### src/rtl/prog_loader_if.sv
// prog_loader_if: byte stream in, program-memory write port and status out
interface prog_loader_if;
  logic [7:0]  i_byte;
  logic        i_valid;
  logic        o_ready;
  logic        o_we;
  logic [16:0] o_addr;
  logic [18:0] o_data;
  logic        o_hold;
  logic        o_done;
  logic        o_error;
  modport slave (
    input  i_byte, i_valid,
    output o_ready, o_we, o_addr, o_data, o_hold, o_done, o_error
  );
  modport master (
    output i_byte, i_valid,
    input  o_ready, o_we, o_addr, o_data, o_hold, o_done, o_error
  );
endinterface

### src/rtl/prog_loader.sv
// prog_loader: parses a sync/count/words/checksum frame and writes program memory
module prog_loader #(
  parameter logic [16:0] BASE_ADDR = 17'd0,
  parameter logic [7:0]  SYNC_BYTE = 8'hA5
) (
  input logic         i_clock,
  input logic         i_reset,
  prog_loader_if.slave bus
);
  typedef enum logic [3:0] {IDLE, CNT_H, CNT_L, B0, B1, B2, WRITE, CSUM, DONE, ERR} state_t;
  state_t      state, next;
  logic [15:0] cnt;
  logic [7:0]  sum;
  logic [2:0]  b0;
  logic [7:0]  b1;
  logic [16:0] idx;
  logic        acc;
  assign bus.o_ready = state inside {IDLE, CNT_H, CNT_L, B0, B1, B2, CSUM};
  assign acc         = bus.i_valid && bus.o_ready;
  // a reset landing on a WRITE cycle must not let that write escape
  assign bus.o_we    = state == WRITE && !i_reset;
  assign bus.o_hold  = state != DONE;
  assign bus.o_done  = state == DONE;
  assign bus.o_error = state == ERR;
  // state register; DONE and ERR are only left through reset
  always_ff @(posedge i_clock)
    state <= i_reset ? IDLE : next;
  // next-state decode, advancing only on accepted bytes except for WRITE
  always_comb begin
    next = state;
    case (state)
      IDLE:    next = acc && bus.i_byte == SYNC_BYTE ? CNT_H : IDLE;
      CNT_H:   next = acc ? CNT_L : CNT_H;
      CNT_L:   next = !acc ? CNT_L : {cnt[15:8], bus.i_byte} != 16'd0 ? B0 : CSUM;
      B0:      next = acc ? B1 : B0;
      B1:      next = acc ? B2 : B1;
      B2:      next = acc ? WRITE : B2;
      WRITE:   next = cnt != 16'd1 ? B0 : CSUM;
      CSUM:    next = !acc ? CSUM : bus.i_byte == sum ? DONE : ERR;
      default: next = state;
    endcase
  end
  // datapath: count, running sum, word assembly; the write port is loaded on
  // the last byte so it is stable for WRITE and holds afterwards
  always_ff @(posedge i_clock) begin
    if (i_reset) begin
      cnt        <= '0;
      sum        <= '0;
      b0         <= '0;
      b1         <= '0;
      idx        <= '0;
      bus.o_addr <= BASE_ADDR;
      bus.o_data <= '0;
    end else begin
      if (acc && state inside {CNT_H, CNT_L, B0, B1, B2})
        sum <= sum + bus.i_byte;
      if (acc && state == CNT_H) cnt[15:8] <= bus.i_byte;
      if (acc && state == CNT_L) cnt[7:0] <= bus.i_byte;
      if (acc && state == B0) b0 <= bus.i_byte[2:0];
      if (acc && state == B1) b1 <= bus.i_byte;
      if (acc && state == B2) begin
        bus.o_data <= {b0, b1, bus.i_byte};
        bus.o_addr <= BASE_ADDR + idx;
      end
      if (state == WRITE) begin
        cnt <= cnt - 16'd1;
        idx <= idx + 17'd1;
      end
    end
  end
endmodule

### src/flat_wrapper.sv
// flat-port wrapper written by rule: the top's interface ports become plain ports
module prog_loader_flat 
#(
  parameter logic [16:0] BASE_ADDR = 17'd0,
  parameter logic [7:0]  SYNC_BYTE = 8'hA5
)
  (i_clock, i_reset, bus_i_byte, bus_i_valid, bus_o_ready, bus_o_we, bus_o_addr, bus_o_data, bus_o_hold, bus_o_done, bus_o_error);
  prog_loader_if bus_i ();
  input logic i_clock;
  input logic i_reset;
  input wire logic [$bits(bus_i.i_byte)-1:0] bus_i_byte;
  input wire logic [$bits(bus_i.i_valid)-1:0] bus_i_valid;
  output wire logic [$bits(bus_i.o_ready)-1:0] bus_o_ready;
  output wire logic [$bits(bus_i.o_we)-1:0] bus_o_we;
  output wire logic [$bits(bus_i.o_addr)-1:0] bus_o_addr;
  output wire logic [$bits(bus_i.o_data)-1:0] bus_o_data;
  output wire logic [$bits(bus_i.o_hold)-1:0] bus_o_hold;
  output wire logic [$bits(bus_i.o_done)-1:0] bus_o_done;
  output wire logic [$bits(bus_i.o_error)-1:0] bus_o_error;
  assign bus_i.i_byte = bus_i_byte;
  assign bus_i.i_valid = bus_i_valid;
  assign bus_o_ready = bus_i.o_ready;
  assign bus_o_we = bus_i.o_we;
  assign bus_o_addr = bus_i.o_addr;
  assign bus_o_data = bus_i.o_data;
  assign bus_o_hold = bus_i.o_hold;
  assign bus_o_done = bus_i.o_done;
  assign bus_o_error = bus_i.o_error;
  prog_loader #(.BASE_ADDR(BASE_ADDR), .SYNC_BYTE(SYNC_BYTE)) u_core (.i_clock(i_clock), .i_reset(i_reset), .bus(bus_i));
endmodule
### config.mk
export PLATFORM = sky130hd
export DESIGN_NAME = prog_loader_flat
export DESIGN_NICKNAME = d
export VERILOG_FILES = /design/src/rtl/prog_loader_if.sv /design/src/rtl/prog_loader.sv /design/src/flat_wrapper.sv
export SDC_FILE = /design/constraint.sdc
export NUM_CORES = 1
export LEC_CHECK = 0
export ABC_AREA = 0
export CORE_AREA = 3 3 92 94
export CTS_CLUSTER_DIAMETER = 80
export DETAILED_ROUTE_END_ITERATION = 6
export DIE_AREA = 0 0 95 97
export PLACE_DENSITY = 0.77
export SLEW_MARGIN = 10
export SYNTH_ARGS = -nofsm -noshare
export SYNTH_HDL_FRONTEND = slang
export SYNTH_SLANG_ARGS = --single-unit
### constraint.sdc
create_clock -name i_clock -period 2.1 [get_ports i_clock]
set_input_delay 0.21 -clock i_clock [delete_from_list [all_inputs] [get_ports i_clock]]
set_output_delay 0.21 -clock i_clock [all_outputs]
set_load 0.01 [all_outputs]
After elaboration in Yosys (flattened, before gate mapping):

Cells that the tools add are included.

* flip-flop bits (word level): 92
* input port bits: 11
* output and inout port bits: 41
* word-level logic and storage cells: 56

* add/subtract/negate cells: 3
* equality and inequality tests: 13
* multiplexer cells: 14
* reduce and logical (&&, ||, !) cells: 17

Operator list (count)
* $pmux W4 S8: 1
* $add A17 B1 Y17 const B: 1
* $eq A4 B3 Y1 const B: 4
* $mux W16: 1
* $mux W8: 2
* $ne A16 B1 Y1 const B: 1
* $reduce_bool A16 Y1: 1
* $sub A16 B1 Y16 const B: 1
* $logic_and A1 B1 Y1: 9
* $mux W3: 3
* $add A8 B8 Y8: 1
* $eq A4 B2 Y1 const B: 2
* $eq A4 B4 Y1 const B: 2
* $eq A8 B8 Y1: 1
* $eq A8 B8 Y1 const B: 1
* $mux W4: 2
* $reduce_bool A8 Y1: 1
* $reduce_bool A7 Y1: 1
* $reduce_bool A5 Y1: 1
* $eq A4 B1 Y1 const B: 1
* $logic_not A4 Y1: 1
* $mux W2: 2
* $ne A4 B4 Y1 const B: 1
* $reduce_bool A2 Y1: 2
* 2 further kinds: 4

Depth between registers and ports, before layout:

* depth after elaboration: 6
* mapped depth: 8
* mapped depth without buffers: 8

Least setup slack after synthesis:

OpenSTA, ideal clock, no wires.

* path type: register to register
* start: reg u_core.sum[3]
* end: reg u_core.sum[7]
* library setup time: 0.121 ns
* arrival time: 1.732 ns
* data required time: 1.979 ns
* path slack: 0.247 ns
* stages on the path, launching flop included: 6
* clock period less this slack: 1.853 ns
* cell sequence: dfxtp_1 > ha_1 > or4_1 > o22ai_1 > mux2_2 > mux2_2

* word-level cells in the longest chain between the ends: 1

Ends and longest elaborated chain
* start: declaration: line prog_loader.sv:13 `logic [7:0] sum;`
* start signal: assignment: line prog_loader.sv:56 `sum <= sum + bus.i_byte;`
* $add A8 B8 Y8: line prog_loader.sv:56

No other way between the ends.
A chain may end at the register's enable or synchronous reset.

Worst setup path after layout:

* start: reg u_core.state[0]
* end: out bus_o_done

* word-level cells in the longest chain between the ends: 1

Ends and longest elaborated chain
* start: declaration: line prog_loader.sv:11 `state_t state, next;`
* start signal: assignment: line prog_loader.sv:27 `state <= i_reset ? IDLE : next;`
* $eq A4 B4 Y1: line prog_loader.sv:23 `assign bus.o_done = state == DONE;`
* end: declaration: line flat_wrapper.sv:18 `output wire logic [$bits(bus_i.o_done)-1:0] bus_o_done;`

No other way between the ends.

==> flow_metrics.env <==
export IMPL_status="completed"
export IMPL_layout_commonest_cell="nand2_1"
export IMPL_synth_area_leaders="dfxtp_1, nand2_1, a21oi_1, nor2_1, ha_1"
export IMPL_cpMaxStageDelayCell="clkdlybuf4s50_1"
export IMPL_routabilityCongestion=0.903
export IMPL_grt_pass1_vias=3849
export IMPL_crit_path_max_incr_delay_ps=530
export IMPL_cts_inserted_buffers=9
export IMPL_grt_pass1_wl_um=18200
export IMPL_cap_violations=0
export IMPL_pin_count=52
export IMPL_synth_simple_area_share_pct=26.2
export IMPL_synth_xor_area_share_pct=3.10
export IMPL_numClockSinks=92
export IMPL_std_cell_rows=32
export IMPL_most_common_layout_cells="nand2_1, dfxtp_1, a21oi_1, nor2_1, clkdlybuf4s50_1"
export IMPL_synth_top_area_share_pct=43.4
export IMPL_drt_iter0_drc=319
export IMPL_hpwl_um=7590
export IMPL_grt_antenna_before_repair=0
export IMPL_tns_ps=0
export IMPL_fp_coreArea_sq_um=7730
export IMPL_path_cells="nor3_2 > buf_4 > nand2_1 > inv_1 > clkdlybuf4s50_1"
export IMPL_synth_compound_area_share_pct=15.7
export IMPL_num_antenna_cells=0
export IMPL_vias=4053
export IMPL_required_ps=1890
export IMPL_rsz0062_at_grt="no"
export IMPL_synth_edf_count=0
export IMPL_hold_viol_final=0
export IMPL_powerDensity_nw_per_um2=570
export IMPL_detail_route_wl_per_cell_um=15.7
export IMPL_finalClockSkew_ps=13.9
export IMPL_synthMuxAreaShare_pct=3.66
export IMPL_synth_largest_area_cell="dfxtp_1"
export IMPL_nets=615
export IMPL_yosys_warnings=0
export IMPL_die_w_um=95
export IMPL_worst_setup_path_type="reg2out"
export IMPL_start_util_pct=54.9
export IMPL_ys_seq_area_share_pct=43.4
export IMPL_hold_ws_ps=260
export IMPL_die_area_sq_um=9220
export IMPL_ir_drop_mv=0.329
export IMPL_synth_top_family_by_area="simple AND/OR/NAND/NOR gates"
export IMPL_drtAntennaViolNets=0
export IMPL_leakage_uw=0.00196
export IMPL_slew_headroom_pct=71.5
export IMPL_syn_nets=539
export IMPL_clk_latency_ps=370
export IMPL_cts_tree="done"
export IMPL_cts_htree_levels=3
export IMPL_vias_per_cell=5.79
export IMPL_slew_viol_final=0
export IMPL_finalWorstSetupSlack_ps=108
export IMPL_crit_fanout=7
export IMPL_path_clk_slew_ps=90
export IMPL_ys_async_sr_fraction_pct=0
export IMPL_clk_path_buf_depth=2
export IMPL_drc=0
export IMPL_yosys_register_bits=92
export IMPL_grt_max_degree=55
export IMPL_worstSetupEndpointType="output port"
export IMPL_synth_main_ff_cell="dfxtp_1"
export IMPL_stdcell_count=700
export IMPL_max_freq_mhz=502
export IMPL_drt_pass1_iter_count=5
export IMPL_area_growth_pct=25.7
export IMPL_post_route_period_util_pct=94.8
export IMPL_synth_cell_types=56
export IMPL_place_ws_ps=-227
export IMPL_worst_pin_slew_ps=426
export IMPL_die_y_um=97
export IMPL_hold_buffers=0
export IMPL_start_kind="flip-flop"
export IMPL_grt_use_total_pct=24.6
export IMPL_dp_cells=684
export IMPL_hold_path_class="in2reg"
export IMPL_setup_viol=0
export IMPL_synth_fa_ha_area_share_pct=3.42
export IMPL_syn_area_sq_um=4240
export IMPL_clockRootBuffer="clkbuf_8"
export IMPL_grt_ovfl_total=0
export IMPL_drive_gt1_share_pct=13.5
export IMPL_fin_crit_ps=1990
export IMPL_synth_area_per_cell_sq_um=8.20
export IMPL_wirelength_um=11000
export IMPL_synthesis_instances=517
export IMPL_crit_arrival_ps=1780
export IMPL_port_buffers=51
## registers in the layout, summed over array words and instances (netlist names)
| name | count |
|---|---|
| u_core.sum | 8 |
| u_core.b1 | 8 |
| u_core.bus.o_addr | 17 |
| u_core.idx | 17 |
| u_core.state | 4 |
| u_core.bus.o_data | 19 |
| u_core.cnt | 16 |
| u_core.b0 | 3 |
## cells in the mapped netlist, drive strengths merged, types with 8 or more instances
cell and n:
nand2 96, a21oi 62, a211oi 8, nor3 17
clkbuf 24, inv 13, nand3 13, nor4 9
dfxtp 92, nor2 53, o21ai 14, xnor2 11
ha 10, mux2i 11
## worst max-delay path: cells and delay by family, from the launching register on
kind	cells	cell delay, ps
buffers and inverters	3	740
DFF	1	390
and+or+nand+nor	2	310
## logic make-up (layout without fill, tap and decap cells)
group                    after synthesis  after routing
flip-flops                            92             92
AND/OR/NAND/NOR                      228            228
buffers and inverters                 44            125
XOR/XNOR                              15             15
adder cells (fa/ha/maj)               11             11
AO/OA/AOI/OAI                        112            112
multiplexers                          15             15
## metrics by stage
step	cell area (sq um)	utilization, %	total power [uW]
global placement	5110	66.2	1920
finish	5330	69.0	3040
detailed placement	5110	66.2	1920
global route	5330	69.0	3150
CTS	5310	68.8	3060
floorplan	4240	-	1840
## per-layer routing
metal	track usage [%]	wire, um	part of all wire, %
met5	0	0	0
met4	9.66	306	2.8
met3	4.43	496	4.5
met2	39.4	5270	48
met1	32.6	4910	45
## timing repair
item	in CTS	in global routing
gates resized for setup	2	5
setup endpoints to repair	1	3
endpoints found under the hold margin	0	0
buffers inserted	0	0
## power breakdown
part	total [uW]	switching, uW	internal (uW)
clock network	1160	695	461
registers	1740	0.887	1740
logic	138	83.5	54.4
total	3040	779	2260
## path summary, 6_finish.rpt
path	from	to	slack [ps]	depth (start not counted)
setup reg to reg	u_core.sum[1]	u_core.sum[7]	190	6
hold reg to reg	u_core.b0[2]	u_core.bus.o_data[18]	450	2
hold / removal	i_reset	u_core.state[1]	260	2
setup / recovery	u_core.state[0]	bus_o_done	110	5
## layout make-up
type,count,area [sq um]
clock buffer,9,124
clock inverter,7,71.3
fill,626,2400
inverter,13,48.8
multi-input combinational,381,2230
sequential,92,1840
tap,102,128
timing repair buffer,96,882
No activity file was read; power rests on OpenSTA's default activity.
